**src/rtl/tdm_pkg.sv**
```systemverilog
// Shared types and constants for the 8-channel TDM receive path.
// Optional sticky framing error is enabled by defining TDM_ERR_EN.
package tdm_pkg;

  localparam int TDM_WIDTH    = 16;
  localparam int TDM_CHANNELS = 8;
  localparam int TDM_SEL_W    = 3;

  typedef enum logic {
    IDLE,
    RECV
  } tdm_state_t;

  typedef logic [TDM_WIDTH-1:0] tdm_word_t;

endpackage

```
**src/rtl/DMux8Way.sv**
```systemverilog
// 1-to-8 demultiplexer: sel 000 routes din to dout[7],
// sel 111 routes it to dout[0].
module DMux8Way (
  input  logic       din,
  input  logic [2:0] sel,
  output logic [7:0] dout
);

  always_comb begin
    dout = '0;
    dout[3'd7 - sel] = din;
  end

endmodule

```
**src/rtl/tdm_demux8_16.sv**
```systemverilog
// Receive-side TDM demultiplexer: 8 framed words to 8 committed channels.
// Define TDM_ERR_EN to add i_err_clr and the sticky o_err framing flag.
module tdm_demux8_16
  import tdm_pkg::*;
#(
  parameter  int WIDTH    = TDM_WIDTH,
  parameter  int CHANNELS = TDM_CHANNELS,
  localparam int SEL_W    = $clog2(CHANNELS)
) (
  input  logic                      clk,
  input  logic                      rst_n,
  input  logic                      i_valid,
  input  logic                      i_sof,
  input  logic [WIDTH-1:0]          i_data,
`ifdef TDM_ERR_EN
  input  logic                      i_err_clr,
`endif
  output logic [CHANNELS*WIDTH-1:0] o_ch,
  output logic                      o_frame_done,
  output logic [SEL_W-1:0]          o_slot,
  output logic                      o_err
);

  tdm_state_t state_q, state_d;
  logic [SEL_W-1:0] slot_q, slot_d;
  logic [WIDTH-1:0] shadow [CHANNELS];
  logic [CHANNELS*WIDTH-1:0] ch_q;
  logic done_q;

  logic dmux_in;
  logic [2:0] dmux_sel;
  logic [7:0] load_dmux;
  logic [CHANNELS-1:0] load;
  logic last;

  // A start-of-frame beat always lands in slot 0, even mid-frame.
  assign dmux_in  = i_valid & ((state_q == RECV) | i_sof);
  assign dmux_sel = i_sof ? 3'd0 : 3'(slot_q);

  DMux8Way u_dmux (
    .din  (dmux_in),
    .sel  (dmux_sel),
    .dout (load_dmux)
  );

  always_comb begin
    load = '0;
    for (int k = 0; k < CHANNELS; k++)
      load[k] = load_dmux[CHANNELS-1-k];
  end

  assign last = (state_q == RECV) & i_valid & ~i_sof
              & (slot_q == SEL_W'(CHANNELS-1));

  always_ff @(posedge clk or negedge rst_n) begin
    if (!rst_n) begin
      state_q <= IDLE;
      slot_q  <= '0;
    end else begin
      state_q <= state_d;
      slot_q  <= slot_d;
    end
  end

  always_comb begin
    state_d = state_q;
    slot_d  = slot_q;
    unique case (state_q)
      IDLE: begin
        if (i_valid & i_sof) begin
          state_d = RECV;
          slot_d  = SEL_W'(1);
        end
      end
      RECV: begin
        if (i_valid) begin
          if (i_sof) begin
            slot_d = SEL_W'(1);
          end else if (last) begin
            state_d = IDLE;
            slot_d  = '0;
          end else begin
            slot_d = slot_q + SEL_W'(1);
          end
        end
      end
      default: begin
        state_d = IDLE;
        slot_d  = '0;
      end
    endcase
  end

  always_ff @(posedge clk or negedge rst_n) begin
    if (!rst_n) begin
      for (int k = 0; k < CHANNELS; k++)
        shadow[k] <= '0;
    end else begin
      for (int k = 0; k < CHANNELS; k++)
        if (load[k]) shadow[k] <= i_data;
    end
  end

  // Commit merges the in-flight last beat with the stored shadows.
  always_ff @(posedge clk or negedge rst_n) begin
    if (!rst_n) begin
      ch_q   <= '0;
      done_q <= 1'b0;
    end else begin
      done_q <= last;
      if (last) begin
        for (int k = 0; k < CHANNELS; k++)
          ch_q[WIDTH*k +: WIDTH] <= load[k] ? i_data : shadow[k];
      end
    end
  end

`ifdef TDM_ERR_EN
  logic err_q;
  logic err_set;

  assign err_set = i_valid
                 & ((state_q == IDLE) ? ~i_sof : i_sof);

  always_ff @(posedge clk or negedge rst_n) begin
    if (!rst_n) err_q <= 1'b0;
    else        err_q <= err_set | (err_q & ~i_err_clr);
  end

  assign o_err = err_q;
`else
  assign o_err = 1'b0;
`endif

  assign o_ch         = ch_q;
  assign o_frame_done = done_q;
  assign o_slot       = slot_q;

endmodule

```
**config.mk**
```make
export PLATFORM = sky130hd
export DESIGN_NAME = tdm_demux8_16
export DESIGN_NICKNAME = d
export VERILOG_FILES = /design/src/rtl/tdm_pkg.sv /design/src/rtl/DMux8Way.sv /design/src/rtl/tdm_demux8_16.sv
export SDC_FILE = /design/constraint.sdc
export NUM_CORES = 1
export LEC_CHECK = 0
export ABC_AREA = 1
export CAP_MARGIN = 30
export CORE_MARGIN = 1.5
export CORE_UTILIZATION = 55
export DETAILED_ROUTE_END_ITERATION = 16
export PLACE_DENSITY_LB_ADDON = 0.12
export SLEW_MARGIN = 10
export SYNTH_ARGS = -nofsm -noshare
export SYNTH_HDL_FRONTEND = slang
export SYNTH_SLANG_ARGS = --single-unit
export TNS_END_PERCENT = 100
```
**constraint.sdc**
```tcl
create_clock -name clk -period 1.9 [get_ports clk]
set_clock_uncertainty 0.15 [all_clocks]
set_input_delay 0.285 -clock clk [delete_from_list [all_inputs] [get_ports clk]]
set_output_delay 0.285 -clock clk [all_outputs]
set_load 0.01 [all_outputs]
```
Yosys cells after proc, flatten, opt, wreduce, memory -nomap -nowiden

Index checks and enable logic that the tools add are counted.

Register bits: 261
Input port bits: 20
Output and inout port bits: 133

Add/subtract/negate cells: 2
$lt $le $gt $ge: 2
Equal/unequal tests: 3
Multiplexer cells: 21
Bitwise operators: 9
Reductions and logical operators: 2

Operators with widths:

| operator              | count |
|---|---|
| $mux W16              | 8 |
| $mux W3               | 5 |
| $and A8 B8 Y8         | 1 |
| $pmux W3 S2           | 1 |
| $and A1 B1 Y1         | 5 |
| $mux W1               | 5 |
| $lt A3 B4 Y1 const B  | 1 |
| $ne A2 B2 Y1 const B  | 2 |
| $add A3 B1 Y3 const B | 1 |
| $demux W1 S3          | 1 |
| $eq A3 B3 Y1 const B  | 1 |
| $ge A3 B1 Y1 const B  | 1 |
| $sub A3 B3 Y3 const A | 1 |
| $not A1 Y1            | 2 |
| $pmux W1 S2           | 1 |
| $reduce_and A2 Y1     | 1 |
| $logic_and A1 B1 Y1   | 1 |
| $or A1 B1 Y1          | 1 |

Longest topological paths before layout

Word-level depth: 8
Gate-level depth with buffers: 9

By module

A second synthesis with hierarchy kept.

Cell total of the unflattened synthesis: 1,143
Area total of the unflattened synthesis: 10,151.0 um^2

By module, submodules not included:

| module        | times used | cells an instance | area each (um^2) | sequential area each (um^2) |
|---|---|---|---|---|
| tdm_demux8_16 | 1          | 1,126             | 10,087.2         | 6,531.3 |
| DMux8Way      | 1          | 17                | 63.8             | 0.0 |

Least setup slack after synthesis

Ideal clock, no wire load.

Path kind: register to register
Start point: register slot_q[1] (netlist: o_slot[1])
End point: register ch_q[107] (netlist: o_ch[107])
Setup time: 66 ps
Arrival: 1,566 ps
Setup slack: 119 ps
Cell stages (with the launch flop): 8
Path buffers: 2
Period minus slack after synthesis: 1,781 ps
Cells stage by stage: dfrtp_1 -> ha_1 -> ha_1 -> nand2_1 -> buf_2 -> buf_1 -> nand2_1 -> nand2_1

Cells in the longest elaborated chain, start to end: 8
Elaborated cells on any way between the ends: 11

RTL lines:

| what                                                                      | RTL line             | source |
|---|---|---|
| start, declared                                                           | tdm_demux8_16.sv:25  | `logic [SEL_W-1:0] slot_q, slot_d;` |
| start signal, assigned                                                    | tdm_demux8_16.sv:61  | `slot_q <= slot_d;` |
| $mux W3                                                                   | tdm_demux8_16.sv:38  | `assign dmux_sel = i_sof ? 3'd0 : 3'(slot_q);` |
| $sub A3 B3 Y3                                                             | DMux8Way.sv:11       | `dout[3'd7 - sel] = din;` |
| $lt A3 B4 Y1 (not written as such) / $ge A3 B1 Y1 (equally long branches) | DMux8Way.sv:11       |  |
| $logic_and A1 B1 Y1 (not written as such)                                 | DMux8Way.sv:11       |  |
| $mux W1 (not written as such)                                             | DMux8Way.sv:11       |  |
| $demux W1 S3                                                              | --                   |  |
| $and A8 B8 Y8 (no source line)                                            | --                   |  |
| $mux W16                                                                  | --                   |  |
| end signal, assigned by index                                             | tdm_demux8_16.sv:113 | `ch_q[WIDTH*k +: WIDTH] <= load[k] ? i_data : shadow[k];` |
| end, declared                                                             | tdm_demux8_16.sv:27  | `logic [CHANNELS*WIDTH-1:0] ch_q;` |

Parallel ways exist; a longest one is shown, timed or not.
A chain may end at the register's enable or synchronous reset.

Worst setup path in the final report

Start point: register ch_q[18] (netlist: o_ch[18])
End point: output port o_ch[18]

RTL lines:

| what          | RTL line            | source |
|---|---|---|
| end, declared | tdm_demux8_16.sv:18 | `output logic [CHANNELS*WIDTH-1:0] o_ch,` |

No word-level cell between the ends.

==> qor.txt <==
SETUP PATH
------------------------------------------------------------------------------------------
CP startpoint kind                                                                register
Signal arrival time at the worst endpoint                                          1440 ps
Worst R2R End                                                                    o_ch[121]
Worst path bufs/invs                                                                     1
CP max FO                                                                                2
Critical path required time                                                        1460 ps
RR Startpoint                                                                    o_slot[0]
Family of cells with the greatest summed delay on the critical path           buffers and inverters
Number of cells on the worst reg-to-reg path                                             7
Critical-path cell with the highest stage delay                               clkdlybuf4s50_1
WS Path Type                                                                  register to output pin
Cell breakdown of the critical path                                           clkdlybuf4s50_1
Endpoint type of the worst setup path                                           output pin
Critical Path Max Stage Delay                                                       550 ps
R2R setup slack                                                                     140 ps

FINISH
------------------------------------------------------------------------------------------
Antenna Cells                                                                            0
Fraction of layout instances using a drive strength above 1                          9.79%
Total Nets Final                                                                      1506
Number of non-filler instances in the completed layout                                1766
Synthesis-to-finish area growth                                                      30.6%

SYNTHESIS
------------------------------------------------------------------------------------------
Commonest cells post-synth                                                    nand2_1, dfrtp_1, nand3_1, inv_1, and2_1
Post-synth net total                                                                  1296
Count of flip-flops with a built-in enable after synthesis                               0
Register area share after synthesis                                                  58.7%
Ys Warns                                                                                 0
Most instantiated library cell after synthesis                                     nand2_1
Cell types occupying the most area after synthesis                            dfrtp_1, nand2_1, nand3_1
Cell taking the most area after synthesis                                          dfrtp_1
Area share of the largest cell type after synthesis                                  58.7%
Most used flip-flop cell after synthesis                                           dfrtp_1
Mapped Area                                                                     11100 um^2
Yosys cell types                                                                        20
Flop and latch count out of synthesis                                                  261
Synthesized netlist cell count                                                        1274
FFs w/ async S/R, synth                                                               100%
Average cell area after synthesis                                                8.74 um^2

CLOCK NETWORK
------------------------------------------------------------------------------------------
Clock Root Buffer                                                                clkbuf_16
Clock edge transition at the registers on the reported setup and hold paths          60 ps
Inserted Clock Buffers                                                                  27
TritonCTS clock tree                                                                   yes
Clock sink total                                                                       261
Clock Path Buffers                                                                       3
Post CTS Setup Buffer Count                                                              0
H-tree depth                                                                             1
Worst-skew pair later-pin latency                                                   520 ps

FLOORPLANNING
------------------------------------------------------------------------------------------
Die Outline Area                                                                21100 um^2
Placement Rows                                                                          51
Die Wd                                                                              145 um
Core Area                                                                       19700 um^2
Initial standard-cell utilization of the core                                        56.6%
Number of top-level pins                                                               153
Die Y                                                                               145 um

TIMING
------------------------------------------------------------------------------------------
Min cycle time layout                                                              1880 ps
Total negative slack for setup checks                                                 0 ps
Post-route clock period utilization                                                  98.8%
Total setup violations reported at the end of the flow                                   0
Max frequency                                                                    0.533 GHz
Number of slew-limit violations in the final report                                      0
Hold violation total from the final report                                               0
Setup repair after global routing missed its margin                                  false

ROUTE
------------------------------------------------------------------------------------------
Count of nets left with antenna violations after detail routing                          0
Via-per-instance ratio                                                                5.16
WL per Instance                                                                    16.4 um
First drt pass iteration count                                                           5
DRC violations left                                                                      0
Drt first-iter violations                                                              695
Final wirelength                                                                  28900 um
Via count                                                                             9112

GRT
------------------------------------------------------------------------------------------
Total congestion overflow                                                                0
Met2 usage in global routing                                                         44.7%
Initial antenna violation count                                                          0
Global-route met1 utilization                                                        39.3%
First-pass GRT wire length                                                        46900 um
Busiest layer in global routing                                                       met2
Vias in the first global route                                                        8936
Aggregate global-route resource usage                                                27.8%
Pin count of the biggest net entering global routing                                    58
Met3 demand-to-capacity share in global routing                                      3.36%

PLACED DESIGN
------------------------------------------------------------------------------------------
IO buf count                                                                           151
Number of cells in the design after placement                                         1719
Placer congestion estimate                                                           0.810
HPWL reported at the end of detailed placement                                    18800 um

STATUS
------------------------------------------------------------------------------------------
Status                                                                           completed

MIN PATH
------------------------------------------------------------------------------------------
Min-delay worst type                                                          input port to async pin

POWER
------------------------------------------------------------------------------------------
Power Dens Cells                                                              1270 nW/um^2
Leakage power total                                                             0.00784 uW
Worst-case vdd ir drop                                                            0.843 mV

JOB
------------------------------------------------------------------------------------------
Max Cap Viol                                                                             0

area by class of cell:
type,instances,area [um^2]
Fill cell,1499,5110
Inverter,149,562
Clock inverter,6,82.6
Multi-Input combinational cell,802,3760
Clock buffer,40,764
Tap cell,265,332
Sequential cell,261,6530
Timing Repair Buffer,243,2510
per-stage QoR:
step                utilization (%)  setup slack (ps)  area, um^2  hold slack, ps  total power, uW
floorplan                         -               119       11100            -161            10800
global placement               69.4              -139       13600            67.7            13300
detailed placement             69.4              -200       13600            63.0            13500
CTS                            73.7             0.325       14500             119            18700
global route                   74.0            0.0395       14500             144            19600
finish                         74.0              22.3       14500             120            18500
worst max-delay path by stage:
stage,startpoint,endpoint,slack (ps),depth (start not counted)
5_1_grt,o_ch[42],o_ch[42],0.04,1
2_1_floorplan,o_slot[1],o_ch[107],120,7
4_1_cts,o_ch[2],o_ch[2],0.3,1
6_report,o_ch[18],o_ch[18],20,1
3_3_place_gp,i_sof,o_ch[1],-140,9
3_5_place_dp,i_sof,o_ch[121],-200,9
state kept, by name (all words and copies together) (netlist names):
signal        flops
shadow          128
o_frame_done      1
state_q           1
o_ch            128
o_slot            3
kinds of logic (layout without fill, tap and decap cells):
family | after synthesis | in the layout | share of synthesized area [%]
AO/OA/AOI/OAI | 6 | 6 | 0.315
adder cells (fa/ha/maj) | 2 | 2 | 0.225
buffers and inverters | 211 | 438 | 7.72
flip-flops | 261 | 261 | 58.7
other | 1 | 1 | 0.0337
AND/OR/NAND/NOR | 793 | 793 | 33.0
routing by layer:
| metal | part of all wire [%] | vias to the layer above |
|---|---|---|
| met5 | 0 | - |
| met4 | 3.1 | 0 |
| met3 | 5.8 | 58 |
| met2 | 48 | 298 |
| met1 | 43 | 4404 |
| li1 | - | 4352 |
power breakdown:
part           switching (uW)  internal (uW)
clock network            2080           3030
registers                 704           7220
logic                    2760           2710
total                    5540          13000
placed cells by master, fill, tap and decap left out, types with 2 or more instances in the layout:
cell / n
clkbuf_16: 27
and2_1: 128
buf_4: 71
buf_12: 20
clkbuf_8: 4
bufinv_16: 2
clkinv_2: 3
nor2_1: 2
clkbuf_1: 9
nand3_1: 257
inv_1: 145
ha_1: 2
dlygate4sd2_1: 10
nor2_4: 3
dfrtp_1: 260
nand2_2: 5
inv_2: 3
clkdlybuf4s50_1: 116
nor3_4: 2
o21ai_0: 3
dlymetal6s2s_1: 24
nand2_1: 395
repair_timing:
item                                    4_1_cts  5_1_grt
endpoints found under the hold margin       261        0
hold buffers                                  1        0
gates resized for setup                      11       24
endpoints found under the setup margin       10       24
Power figures use the tool's default switching activity.
==> patch 1, RTL diff (same flow settings) <==
`TDM_WIDTH`: 16 -> 18.
--- a/src/rtl/tdm_pkg.sv
+++ b/src/rtl/tdm_pkg.sv
@@ -2,7 +2,7 @@
 // Optional sticky framing error is enabled by defining TDM_ERR_EN.
 package tdm_pkg;
 
-  localparam int TDM_WIDTH    = 16;
+  localparam int TDM_WIDTH    = 18;
   localparam int TDM_CHANNELS = 8;
   localparam int TDM_SEL_W    = 3;
 
Ports: changed (resized i_data and o_ch); port bits go from 153 to 171. The function was not compared with the original's and may differ.
==> patch 1 against the unedited design <==
- critical path depth is the same
- setup slack worse by 2.3 ps
- global-route usage grew 1.2 points
- synthesized area is 15% higher
- sequential cell count grew 32
- register-to-register slack worse by 20 ps
- sequential power is 12% higher
- non-clock buffer count up 21
- die area increased by 14%
- cell area is 14% higher
- combinational power rose by 11%
- total power up 14%
- routed wire length increased by 17%
==> patch 1: results (changes against the unedited design) <==
outcome:
  outcome: "complete, no violations"
layout:
  final_net_count: 1678  # +11%
  layout-drive-gt1-share_pct: 9.85  # +0.057 points
  layoutNonFillerInstCount: 1960  # +11%
global_route:
  global_route.usage.total_pct: 29.0  # +1.2 points
  grt_pass1_vias: 10300  # +15%
  grt_pass1_wl_mm: 54.6  # +16%
power:
  peakVddDrop_uv: 792  # -6.1%
  power.combinational.fraction_pct: 28.7  # -0.9 points
  power.leakage_nw: 9.81  # +25%
  cell_internal_pwr_mw: 14.7  # +13%
worst_setup_path:
  reg2reg_slack_ps: 120  # -20 ps
  worst_setup_endpoint: "o_ch[70]"
  critical_path.max_stage_delay_ps: 540
  r2r-end: "o_ch[70]$_DFFE_PN0P_"
placed_design:
  place.detailed.hpwl_mm: 21.3  # +14%
  globalplace.congestion: 0.818  # +0.95%
  post-place-ws_ps: -236  # -35.4 ps
  dp.cells: 1906  # +11%
  count_of_buffers_inserted_at_the_top_level_ports: 169  # +12%
synth:
  post_synth_num_cell_types: 28  # +40%
  synth.net_count: 1452  # +12%
  synthesis.instances: 1428  # +12%
  sequential_to_total_area_share_from_yosys_stat_pct: 57.4  # -1.2 points
  top_area_cells_in_the_synthesized_netlist: "sky130_fd_sc_hd__dfrtp_1, sky130_fd_sc_hd__nand2_1, sky130_fd_sc_hd__nand3_1, sky130_fd_sc_hd__and2_1, sky130_fd_sc_hd__inv_1"
  synth_common_cells: "sky130_fd_sc_hd__nand2_1, sky130_fd_sc_hd__dfrtp_1, sky130_fd_sc_hd__nand3_1, sky130_fd_sc_hd__inv_1, sky130_fd_sc_hd__and2_1"
  synth_adder_area_share_pct: 0.196  # -0.029 points
clock_tree:
  clock_tree.buffer_depth: 3  # unchanged
  numCtsBuffers: 30  # +11%
  insertion_delay_ps: 550  # +30 ps
routing:
  drt-vias-per-instance: 5.23  # +1.3%
  detailedRoute.firstIterationViolations: 672  # -3.3%
  routedWlPerCell_um: 17.3  # +5.8%
sta:
  max_freq_mhz: 532  # -0.12%
patch 1: cell count changes in the layout (fill, tap and decap cells not counted), moves of 14 or more:
cell                              change
sky130_fd_sc_hd__nand2_1             +41
sky130_fd_sc_hd__and2_1              +16
sky130_fd_sc_hd__clkdlybuf4s50_1     -70
sky130_fd_sc_hd__dlymetal6s2s_1      +44
sky130_fd_sc_hd__dlygate4sd2_1       +42
sky130_fd_sc_hd__dfrtp_1             +32
sky130_fd_sc_hd__inv_1               +20
sky130_fd_sc_hd__nand3_1             +31
sky130_fd_sc_hd__buf_4               -14
sky130_fd_sc_hd__buf_12              +17
patch 1: how the worst min path moves through the flow:
stage | startpoint | to | slack [ps] | cells after the start
3_3_place_gp | rst_n | o_ch[26]$_DFFE_PN0P_ | 50 | 1
3_5_place_dp | rst_n | shadow[121]$_DFF_PN0_ | 50 | 1
4_1_cts | rst_n | o_ch[23]$_DFFE_PN0P_ | 70 | 2
5_1_grt | rst_n | shadow[113]$_DFF_PN0_ | 90 | 2
6_report | rst_n | o_ch[23]$_DFFE_PN0P_ | 60 | 2
2_1_floorplan | rst_n | o_ch[0]$_DFFE_PN0P_ | -160 | 0
patch 1: what timing repair did:
action / CTS / global route
hold buffers: 1 / 0
cloned: 0 / 0
setup endpoints to repair: 54 / 69
pin swaps: 0 / 0
resized for setup: 56 / 69
endpoints found under the hold margin: 293 / 0
patch 1: layout make-up:
class | count | area (um2)
flip-flops and latches | 293 | 7330
fillers | 1719 | 6090
multi-input cells | 898 | 4290
repair buffers | 264 | 2980
clock buffers | 44 | 875
inverters | 167 | 629
well taps | 285 | 357
clock inverters | 9 | 154
patch 1: per-stage QoR:
step	total power, mW	utilization (%)	cell area, um2	hold slack, ps	setup TNS (ps)
detailed placement	15.3	68.1	15500	47.2	-38790
finish	21.1	73.2	16600	56.9	0
global placement	15.1	68.1	15500	46.3	-30570
CTS	21.3	72.4	16400	68.4	0
global route	22.3	73.2	16600	87.3	-15.9
floorplan	12.3	-	12800	-161	0
patch 1: routing by layer:
| layer | vias up | wire length (um) | track usage (%) |
|---|---|---|---|
| li1 | 4864 | - | - |
| met5 | - | 0 | 0 |
| met3 | 87 | 2500 | 3.93 |
| met4 | 0 | 1160 | 10.6 |
| met1 | 4910 | 14700 | 41.2 |
| met2 | 387 | 15600 | 45.9 |
patch 1: kinds of logic after synthesis:
group | count (synthesis)
AO/OA/AOI/OAI | 6
adder cells (fa/ha/maj) | 2
buffers and inverters | 237
flip-flops | 293
other | 1
AND/OR/NAND/NOR | 889
==> patch 2, RTL diff (same settings) <==
Without the edit above. Add an input register stage for `i_data`, without a reset; this delays it by one clock. The other inputs are not delayed to match.
--- a/src/rtl/tdm_demux8_16.sv
+++ b/src/rtl/tdm_demux8_16.sv
@@ -20,6 +20,12 @@
   output logic [SEL_W-1:0]          o_slot,
   output logic                      o_err
 );
+
+  logic [WIDTH-1:0] i_data_q;
+
+  always_ff @(posedge clk) begin
+    i_data_q <= i_data;
+  end
 
   tdm_state_t state_q, state_d;
   logic [SEL_W-1:0] slot_q, slot_d;
@@ -97,7 +103,7 @@
         shadow[k] <= '0;
     end else begin
       for (int k = 0; k < CHANNELS; k++)
-        if (load[k]) shadow[k] <= i_data;
+        if (load[k]) shadow[k] <= i_data_q;
     end
   end
 
@@ -110,7 +116,7 @@
       done_q <= last;
       if (last) begin
         for (int k = 0; k < CHANNELS; k++)
-          ch_q[WIDTH*k +: WIDTH] <= load[k] ? i_data : shadow[k];
+          ch_q[WIDTH*k +: WIDTH] <= load[k] ? i_data_q : shadow[k];
       end
     end
   end
Check against the original RTL: not equivalent (Yosys sat finds a counterexample within 10 cycles, from zero or initial values and one cycle with rst_n low).
==> patch 2 against the unedited design <==
- setup slack lost 1.1 ps
- synthesized area grew 2.4%
- clock power grew 6.7%
- global-route usage grew 0.46 points
- total power shrank 1.3%
- sequential cell count grew 16
- maximum frequency is essentially flat
- cell area grew 2.8%
- worst hold slack lost 86 ps
- routed wire length grew 2.5%
- critical path type unchanged
- largest power group unchanged
==> patch 2: results (changes against the unedited design) <==
layout:
  fill_cells: 1530  # +2.1%
  layout-drive-gt1-share_pct: 9.25  # -0.55 points
  final_net_count: 1514  # +0.53%
global_route:
  global_route.usage.total_pct: 28.2  # +0.46 points
  grt_pass1_wl_mm: 47.9  # +2.2%
  grt_pass1_vias: 9080  # +1.6%
power:
  power.sequential.fraction_pct: 43.8  # +1.0 points
  power.leakage_nw: 8.57  # +9.3%
  netSwitchingFraction_pct: 29.4  # -0.56 points
  power.combinational.fraction_pct: 26.4  # -3.2 points
  peakVddDrop_uv: 725  # -14%
placed_design:
  place.detailed.hpwl_mm: 18.9  # +0.85%
  globalplace.congestion: 0.889  # +9.7%
worst_setup_path:
  worst_setup_path_startpoint: "o_ch[125]$_DFFE_PN0P_"
  worst_setup_endpoint: "o_ch[125]"
  r2r-end: "o_ch[71]$_DFFE_PN0P_"
synth:
  post_synth_num_cell_types: 19  # -5.0%
  synth_common_cells: "sky130_fd_sc_hd__nand2_1, sky130_fd_sc_hd__dfrtp_1, sky130_fd_sc_hd__nand3_1, sky130_fd_sc_hd__inv_1, sky130_fd_sc_hd__and2_1"
  top_area_cells_in_the_synthesized_netlist: "sky130_fd_sc_hd__dfrtp_1, sky130_fd_sc_hd__nand2_1, sky130_fd_sc_hd__nand3_1, sky130_fd_sc_hd__and2_1, sky130_fd_sc_hd__inv_1"
  ys_async_sr_fraction_pct: 94.2  # -5.8 points
  synth.net_count: 1313  # +1.3%
  sequential_to_total_area_share_from_yosys_stat_pct: 60.1  # +1.4 points
sta:
  worst_tran_pin_value_ps: 620
  final.min_clock_period_ps: 1880  # +1.08 ps
hold_path:
  min-delay-path-class: "input pin to register"
clock_tree:
  insertion_delay_ps: 540  # +20 ps
  numCtsBuffers: 28  # +3.7%
routing:
  routedWlPerCell_um: 16.6  # +1.5%
  detailedRoute.firstIterationViolations: 585  # -16%
outcome:
  outcome: "complete, no violations"
patch 2: worst reg2reg max path: stages, from the launching register on:
cell and delay (ps):
sky130_fd_sc_hd__dfrtp_1 430, sky130_fd_sc_hd__ha_1 230, sky130_fd_sc_hd__ha_1 220, sky130_fd_sc_hd__nand2_4 110, sky130_fd_sc_hd__buf_4 250, sky130_fd_sc_hd__buf_12 200, sky130_fd_sc_hd__nand2_1 60, sky130_fd_sc_hd__nand2_1 70
patch 2: cells by family (layout without fill, tap and decap cells):
kind of cell | Yosys count | in the layout | synth area share (%)
AND/OR/NAND/NOR | 796 | 796 | 32.0
flip-flops | 277 | 277 | 60.1
buffers and inverters | 211 | 434 | 7.45
AO/OA/AOI/OAI | 4 | 4 | 0.219
adder cells (fa/ha/maj) | 2 | 2 | 0.219
other | 1 | 1 | 0.0329
patch 2: per-stage QoR:
stage,instance area (um2),power (mW),instances,hold slack [ps],setup slack [ps]
3_5_place_dp,13900,13.0,1730,7.24,-188
2_1_floorplan,11400,10.5,1291,-161,131
5_1_grt,15000,19.3,1784,32.2,-4.77
6_report,15000,18.3,1784,33.9,21.2
3_3_place_gp,13900,12.9,1730,3.18,-138
4_1_cts,14800,18.4,1784,22.8,1.62
patch 2: metal layers:
metal	track usage (%)	share of wire, %
met1	40.4	44
met4	8.30	2.4
met5	0	0
met3	4.22	6.1
met2	45.2	47
patch 2: cell type report:
class | instances | area share (%)
clock buffer | 43 | 5.61
tap | 270 | 2.26
timing repair buffer | 234 | 17.2
clock inverter | 9 | 0.494
inverter | 148 | 3.73
sequential | 277 | 45.8
multi-input combinational | 803 | 24.9
patch 2: repair_timing:
action                                  in CTS  in global routing
resized for setup                           32                 48
gates cloned                                 0                  0
hold buffers                                 1                  0
endpoints found under the setup margin      31                 48
buffers inserted                             1                  0
hold endpoints to repair                   261                  0
